==> config.mk <==
export PLATFORM = sky130hd
export DESIGN_NAME = serial_subtractor
export DESIGN_NICKNAME = d
export VERILOG_FILES = /design/src/rtl/serial_subtractor.sv
export SDC_FILE = /design/constraint.sdc
export NUM_CORES = 1
export LEC_CHECK = 0
export CAP_MARGIN = 10
export CORE_MARGIN = 2
export CORE_UTILIZATION = 49
export DETAILED_ROUTE_END_ITERATION = 6
export PLACE_DENSITY = 0.85
export SLEW_MARGIN = 20
export SYNTH_ARGS = -nofsm -noshare
export SYNTH_HDL_FRONTEND = slang
export SYNTH_SLANG_ARGS = --single-unit
==> constraint.sdc <==
create_clock -name clk -period 1.8 [get_ports clk]
set_clock_uncertainty 0.2 [all_clocks]
set_input_delay 0.27 -clock clk [delete_from_list [all_inputs] [get_ports clk]]
set_output_delay 0.27 -clock clk [all_outputs]
set_load 0.1 [all_outputs]
==> src/rtl/serial_subtractor.sv <==
// ---------------------------------------------------------------------------
// serial_subtractor
//
// Bit-serial two's-complement subtractor. Computes a - b one bit per clock,
// LSB first, with a single full-subtractor cell and a registered borrow.
// Each operation runs IDLE -> RUN (WIDTH edges) -> DONE. Operands come in and
// the result goes out through valid/ready handshakes. Operations do not
// overlap.
//
// Optional feature: define SERIAL_SUB_OVERFLOW_EN to add the 'overflow'
// output. It flags signed two's-complement overflow of the result.
//
// Parameters:
//   WIDTH        operand/result width in bits (1..64)
//
// Ports:
//   clk          rising-edge clock
//   rst_n        asynchronous active-low reset
//   start_valid  operands a/b valid
//   start_ready  block can accept operands (high only in IDLE)
//   a            minuend, sampled on the start handshake
//   b            subtrahend, sampled on the start handshake
//   done_valid   diff/borrow_out valid (high only in DONE)
//   done_ready   consumer accepts the result
//   diff         a - b modulo 2^WIDTH
//   borrow_out   final borrow; 1 iff unsigned a < b
//   overflow     (SERIAL_SUB_OVERFLOW_EN only) signed overflow flag
// ---------------------------------------------------------------------------
module serial_subtractor #(
  parameter int WIDTH = 8
) (
  input  logic             clk,
  input  logic             rst_n,
  input  logic             start_valid,
  output logic             start_ready,
  input  logic [WIDTH-1:0] a,
  input  logic [WIDTH-1:0] b,
  output logic             done_valid,
  input  logic             done_ready,
  output logic [WIDTH-1:0] diff,
  output logic             borrow_out
`ifdef SERIAL_SUB_OVERFLOW_EN
  ,
  output logic             overflow
`endif
);

  localparam int CW = $clog2(WIDTH + 1);
  localparam logic [CW-1:0] LAST_CNT = CW'(WIDTH - 1);

  localparam logic [1:0] ST_IDLE = 2'd0;
  localparam logic [1:0] ST_RUN  = 2'd1;
  localparam logic [1:0] ST_DONE = 2'd2;

  logic [1:0]       r_state;
  logic [WIDTH-1:0] r_a;
  logic [WIDTH-1:0] r_b;
  logic [WIDTH-1:0] r_diff;
  logic             r_borrow;
  logic [CW-1:0]    r_cnt;
  logic             r_borrow_out;

  logic             w_bit;
  logic             w_borrow_nxt;
  logic [WIDTH-1:0] w_diff_nxt;
  logic             w_last;

`ifdef SERIAL_SUB_OVERFLOW_EN
  logic             r_a_msb;
  logic             r_b_msb;
  logic             r_overflow;
`endif

  // Full-subtractor cell on the current LSBs of the operand shift registers.
  assign w_bit        = r_a[0] ^ r_b[0] ^ r_borrow;
  assign w_borrow_nxt = (~r_a[0] & r_b[0]) | (~(r_a[0] ^ r_b[0]) & r_borrow);
  assign w_last       = (r_cnt == LAST_CNT);

  // The new bit enters at the MSB, so after WIDTH shifts the first bit
  // computed (bit 0) has reached the LSB. A one-bit result is just the bit.
  generate
    if (WIDTH == 1) begin : g_diff_w1
      assign w_diff_nxt = w_bit;
    end else begin : g_diff_wn
      assign w_diff_nxt = {w_bit, r_diff[WIDTH-1:1]};
    end
  endgenerate

  // NOTE: every register here is state updated on the clock edge, so all
  // assignments are non-blocking; blocking ones would let later statements
  // see the new values of earlier ones within the same edge.
  always_ff @(posedge clk or negedge rst_n) begin
    if (!rst_n) begin
      r_state      <= ST_IDLE;
      r_a          <= '0;
      r_b          <= '0;
      r_diff       <= '0;
      r_borrow     <= 1'b0;
      r_cnt        <= '0;
      r_borrow_out <= 1'b0;
`ifdef SERIAL_SUB_OVERFLOW_EN
      r_a_msb      <= 1'b0;
      r_b_msb      <= 1'b0;
      r_overflow   <= 1'b0;
`endif
    end else begin
      case (r_state)
        ST_IDLE: begin
          if (start_valid) begin
            r_a      <= a;
            r_b      <= b;
            r_borrow <= 1'b0;
            r_cnt    <= '0;
            r_state  <= ST_RUN;
`ifdef SERIAL_SUB_OVERFLOW_EN
            r_a_msb  <= a[WIDTH-1];
            r_b_msb  <= b[WIDTH-1];
`endif
          end
        end

        ST_RUN: begin
          r_diff   <= w_diff_nxt;
          r_a      <= r_a >> 1;
          r_b      <= r_b >> 1;
          r_borrow <= w_borrow_nxt;
          r_cnt    <= r_cnt + CW'(1);
          if (w_last) begin
            r_state      <= ST_DONE;
            r_borrow_out <= w_borrow_nxt;
`ifdef SERIAL_SUB_OVERFLOW_EN
            // The result MSB on this edge is the bit being computed now.
            r_overflow   <= (r_a_msb != r_b_msb) && (w_bit != r_a_msb);
`endif
          end
        end

        ST_DONE: begin
          if (done_ready) begin
            r_state <= ST_IDLE;
          end
        end

        default: r_state <= ST_IDLE;
      endcase
    end
  end

  assign start_ready = (r_state == ST_IDLE);
  assign done_valid  = (r_state == ST_DONE);
  assign diff        = r_diff;
  assign borrow_out  = r_borrow_out;
`ifdef SERIAL_SUB_OVERFLOW_EN
  assign overflow    = r_overflow;
`endif

endmodule

==> out/metrics.yaml <==
status:
  status: "completed"
yosys:
  synth_cells: 128
  ys_ff_latch: 32
  synthTopCellsByArea: "dfrtp_1 (57%), a22oi_1 (7.5%), o21ai_0 (7.1%)"
  synth_common_cells: "dfrtp_1 (32), nand2_1 (20), o21ai_0 (20), a22oi_1 (14), inv_1 (5)"
  ys_types: 28
  synth_mux_area_share_pct: 7.14
  synth_nets: 150
  yosysMostFrequentCell: "dfrtp_1"
  async_reset_ff_share_pct: 100
  ys.warnings.count: 0
  synth_top_family_by_area: "compound AO/OA/AOI/OAI gates"
  ys.flop_type: "dfrtp_1"
  netlist.area_leader.share_pct: 57.1
  synth-simple-area-share_pct: 9.11
  synthAdderAreaFrac_pct: 2.32
  synth_largest_area_cell: "dfrtp_1"
  synth_area_sq_mm: 0.00140
  synthXorXnorAreaFrac_pct: 0
  synth_edf_count: 0
  yosysSeqAreaShare_pct: 57.1
  synth.avg_cell_area_sq_um: 10.9
  synth_compound_area_share_pct: 19.2
placed_design:
  place.gp.congestion: 0.779
  dp_slack_ps: 118
  hpwl_microns: 2070
  io_buffers: 30
  placed_area_sq_mm: 0.00190
  dp_cells: 191
timing:
  fin_crit_sh_pct: 99.1
  fin_crit_ps: 1780
  hold_viol: 0
  rsz0062_at_grt: "true"
  max_clock_freq_mhz: 561
  setup_slack_ps: 16.2
  slew_headroom_pct: 73.0
  drv_slew: 0
  setup_violations: 0
  worst_slew_pin_slew_ps: 406
  fin_tns_setup_ps: 0
layout:
  fillers: 194
  drive_gt1_share_pct: 23.4
  diodes: 0
  postLayoutCellArea_sq_mm: 0.00200
  area_growth_pct: 43.0
  final_cell_count_no_fill: 202
  fin_nets: 192
cts:
  path_clk_slew_ps: 100
  ctsHoldBuffers: 0
  root_buffer: "clkbuf_4"
  clock_latency_ps: 330
  numCtsBuffers: 5
  clockBufferDepth: 2
  cts_sinks: 32
  tritoncts: "yes"
  htree_levels: 2
floorplan:
  dieArea_sq_mm: 0.00330
  dieHeight_microns: 57.5
  core-area_sq_mm: 0.00273
  std_cell_rows: 19
  fp.dieW_microns: 57.5
  ios: 31
  initial_core_util_pct: 51.3
detailed_routing:
  route.vias.total: 1106
  drtAntennaViolNets: 0
  drtIter0Drc: 37
  dr.pass1.iters: 5
  wirelength_microns: 2930
  wl_per_cell_microns: 14.5
  drc_errors: 0
  viasPerCell: 5.48
power_and_ir_drop:
  ir_worst_vdd_mv: 1.92
  total_power_mw: 4.27
  p_leak_nw: 0.876
  p_per_area_mw_per_mm2: 2130
critical_path:
  r2r-start: "r_state[1]$_DFFE_PN0P_"
  critical_path_class: "reg -> out"
  required_ps: 1330
  cp-startpoint: "r_state[1]$_DFFE_PN0P_"
  critical_path.max_fanout: 9
  arrival_ps: 1310
  endpoint_kind: "primary output"
  worstSetupStartpointType: "register"
grt:
  busiest_layer: "met2"
  grt_pass1_vias: 1129
  grt_pass1_wl_microns: 4920
  met3_usage_pct: 6.58
  grt.met1_usage_pct: 22.9
  grt_util_all_layers_pct: 20.1
  grt_max_degree: 33
  use_met2_pct: 34.3
  globalRouteOverflowTotal: 0
  antenna_found_initial: 0
run:
  cap_viol_max_count: 0
hold_path:
  min_path_type: "in -> async"
per-stage QoR:
| stage | utilization [%] | hold WS (ps) |
|---|---|---|
| global route | 73.3 | 144 |
| finish | 73.3 | 121 |
| CTS | 73.0 | 119 |
| floorplan | - | -226 |
| global placement | 69.3 | 263 |
| detailed placement | 69.3 | 275 |
cell families after synthesis:
family                   after synthesis
flip-flops                            32
AO/OA/AOI/OAI                         42
multiplexers                           9
AND/OR/NAND/NOR                       29
buffers and inverters                 14
adder cells (fa/ha/maj)                2
cells in the final DEF (no fill, tap or decap), types with 2 or more instances in the layout:
cell type,synthesis,routed
mux2_1,4,4
buf_6,1,2
o21ai_0,20,20
clkdlybuf4s50_1,0,19
clkbuf_4,0,5
dfrtp_2,0,2
mux2_2,4,4
buf_12,0,11
dfrtp_1,32,30
a22oi_1,14,14
nand2_1,20,20
buf_4,2,12
inv_1,5,5
nand2b_1,3,3
routing by layer:
| metal | wire length, microns | vias up | part of all wire [%] |
|---|---|---|---|
| met1 | 1250 | 528 | 43 |
| met5 | 0 | - | 0 |
| met4 | 57 | 0 | 1.9 |
| met2 | 1430 | 39 | 49 |
| met3 | 185 | 6 | 6.3 |
| li1 | - | 533 | - |
critical path, stage by stage, from the launching register on:
cell	delay, ps
dfrtp_2	420
buf_6	140
buf_6	120
nor2_4	110
buf_12	180
registers in the layout (all words and copies together), names as in the netlist:
register / cells
r_cnt: 4
r_state: 2
diff: 8
r_b: 8
borrow_out: 1
r_borrow: 1
r_a: 8
timing repair:
item | 4_1_cts | 5_1_grt
gates resized for setup | 4 | 0
setup endpoints to repair | 2 | 1
buffers inserted | 2 | 1
pin swaps | 1 | 0
report_power, final:
| group | internal, mW | switching [mW] |
|---|---|---|
| registers | 1.03 | 0.263 |
| logic | 0.995 | 1.44 |
| clock network | 0.291 | 0.246 |
| total | 2.32 | 1.95 |
area by class of cell:
cell class	instances	area [sq um]	share of cell area [%]
clock inverters	2	35.0	1.75
repair buffers	44	523	26.1
clock buffers	6	41.3	2.06
well taps	31	38.8	1.94
multi-input cells	82	544	27.2
inverters	5	18.8	0.936
flip-flops and latches	32	803	40.1
final timing paths:
path	cells past startpoint	slack (ps)	end
setup / recovery	4	20	start_ready
hold / removal	2	120	diff[1]$_DFFE_PN0P_
setup reg to reg	5	120	diff[6]$_DFFE_PN0P_
hold reg to reg	2	290	r_b[0]$_DFFE_PN0P_
max in group asynchronous	2	970	r_state[1]$_DFFE_PN0P_
min in group clk	2	290	r_b[0]$_DFFE_PN0P_
Power figures use the tool's default switching activity.
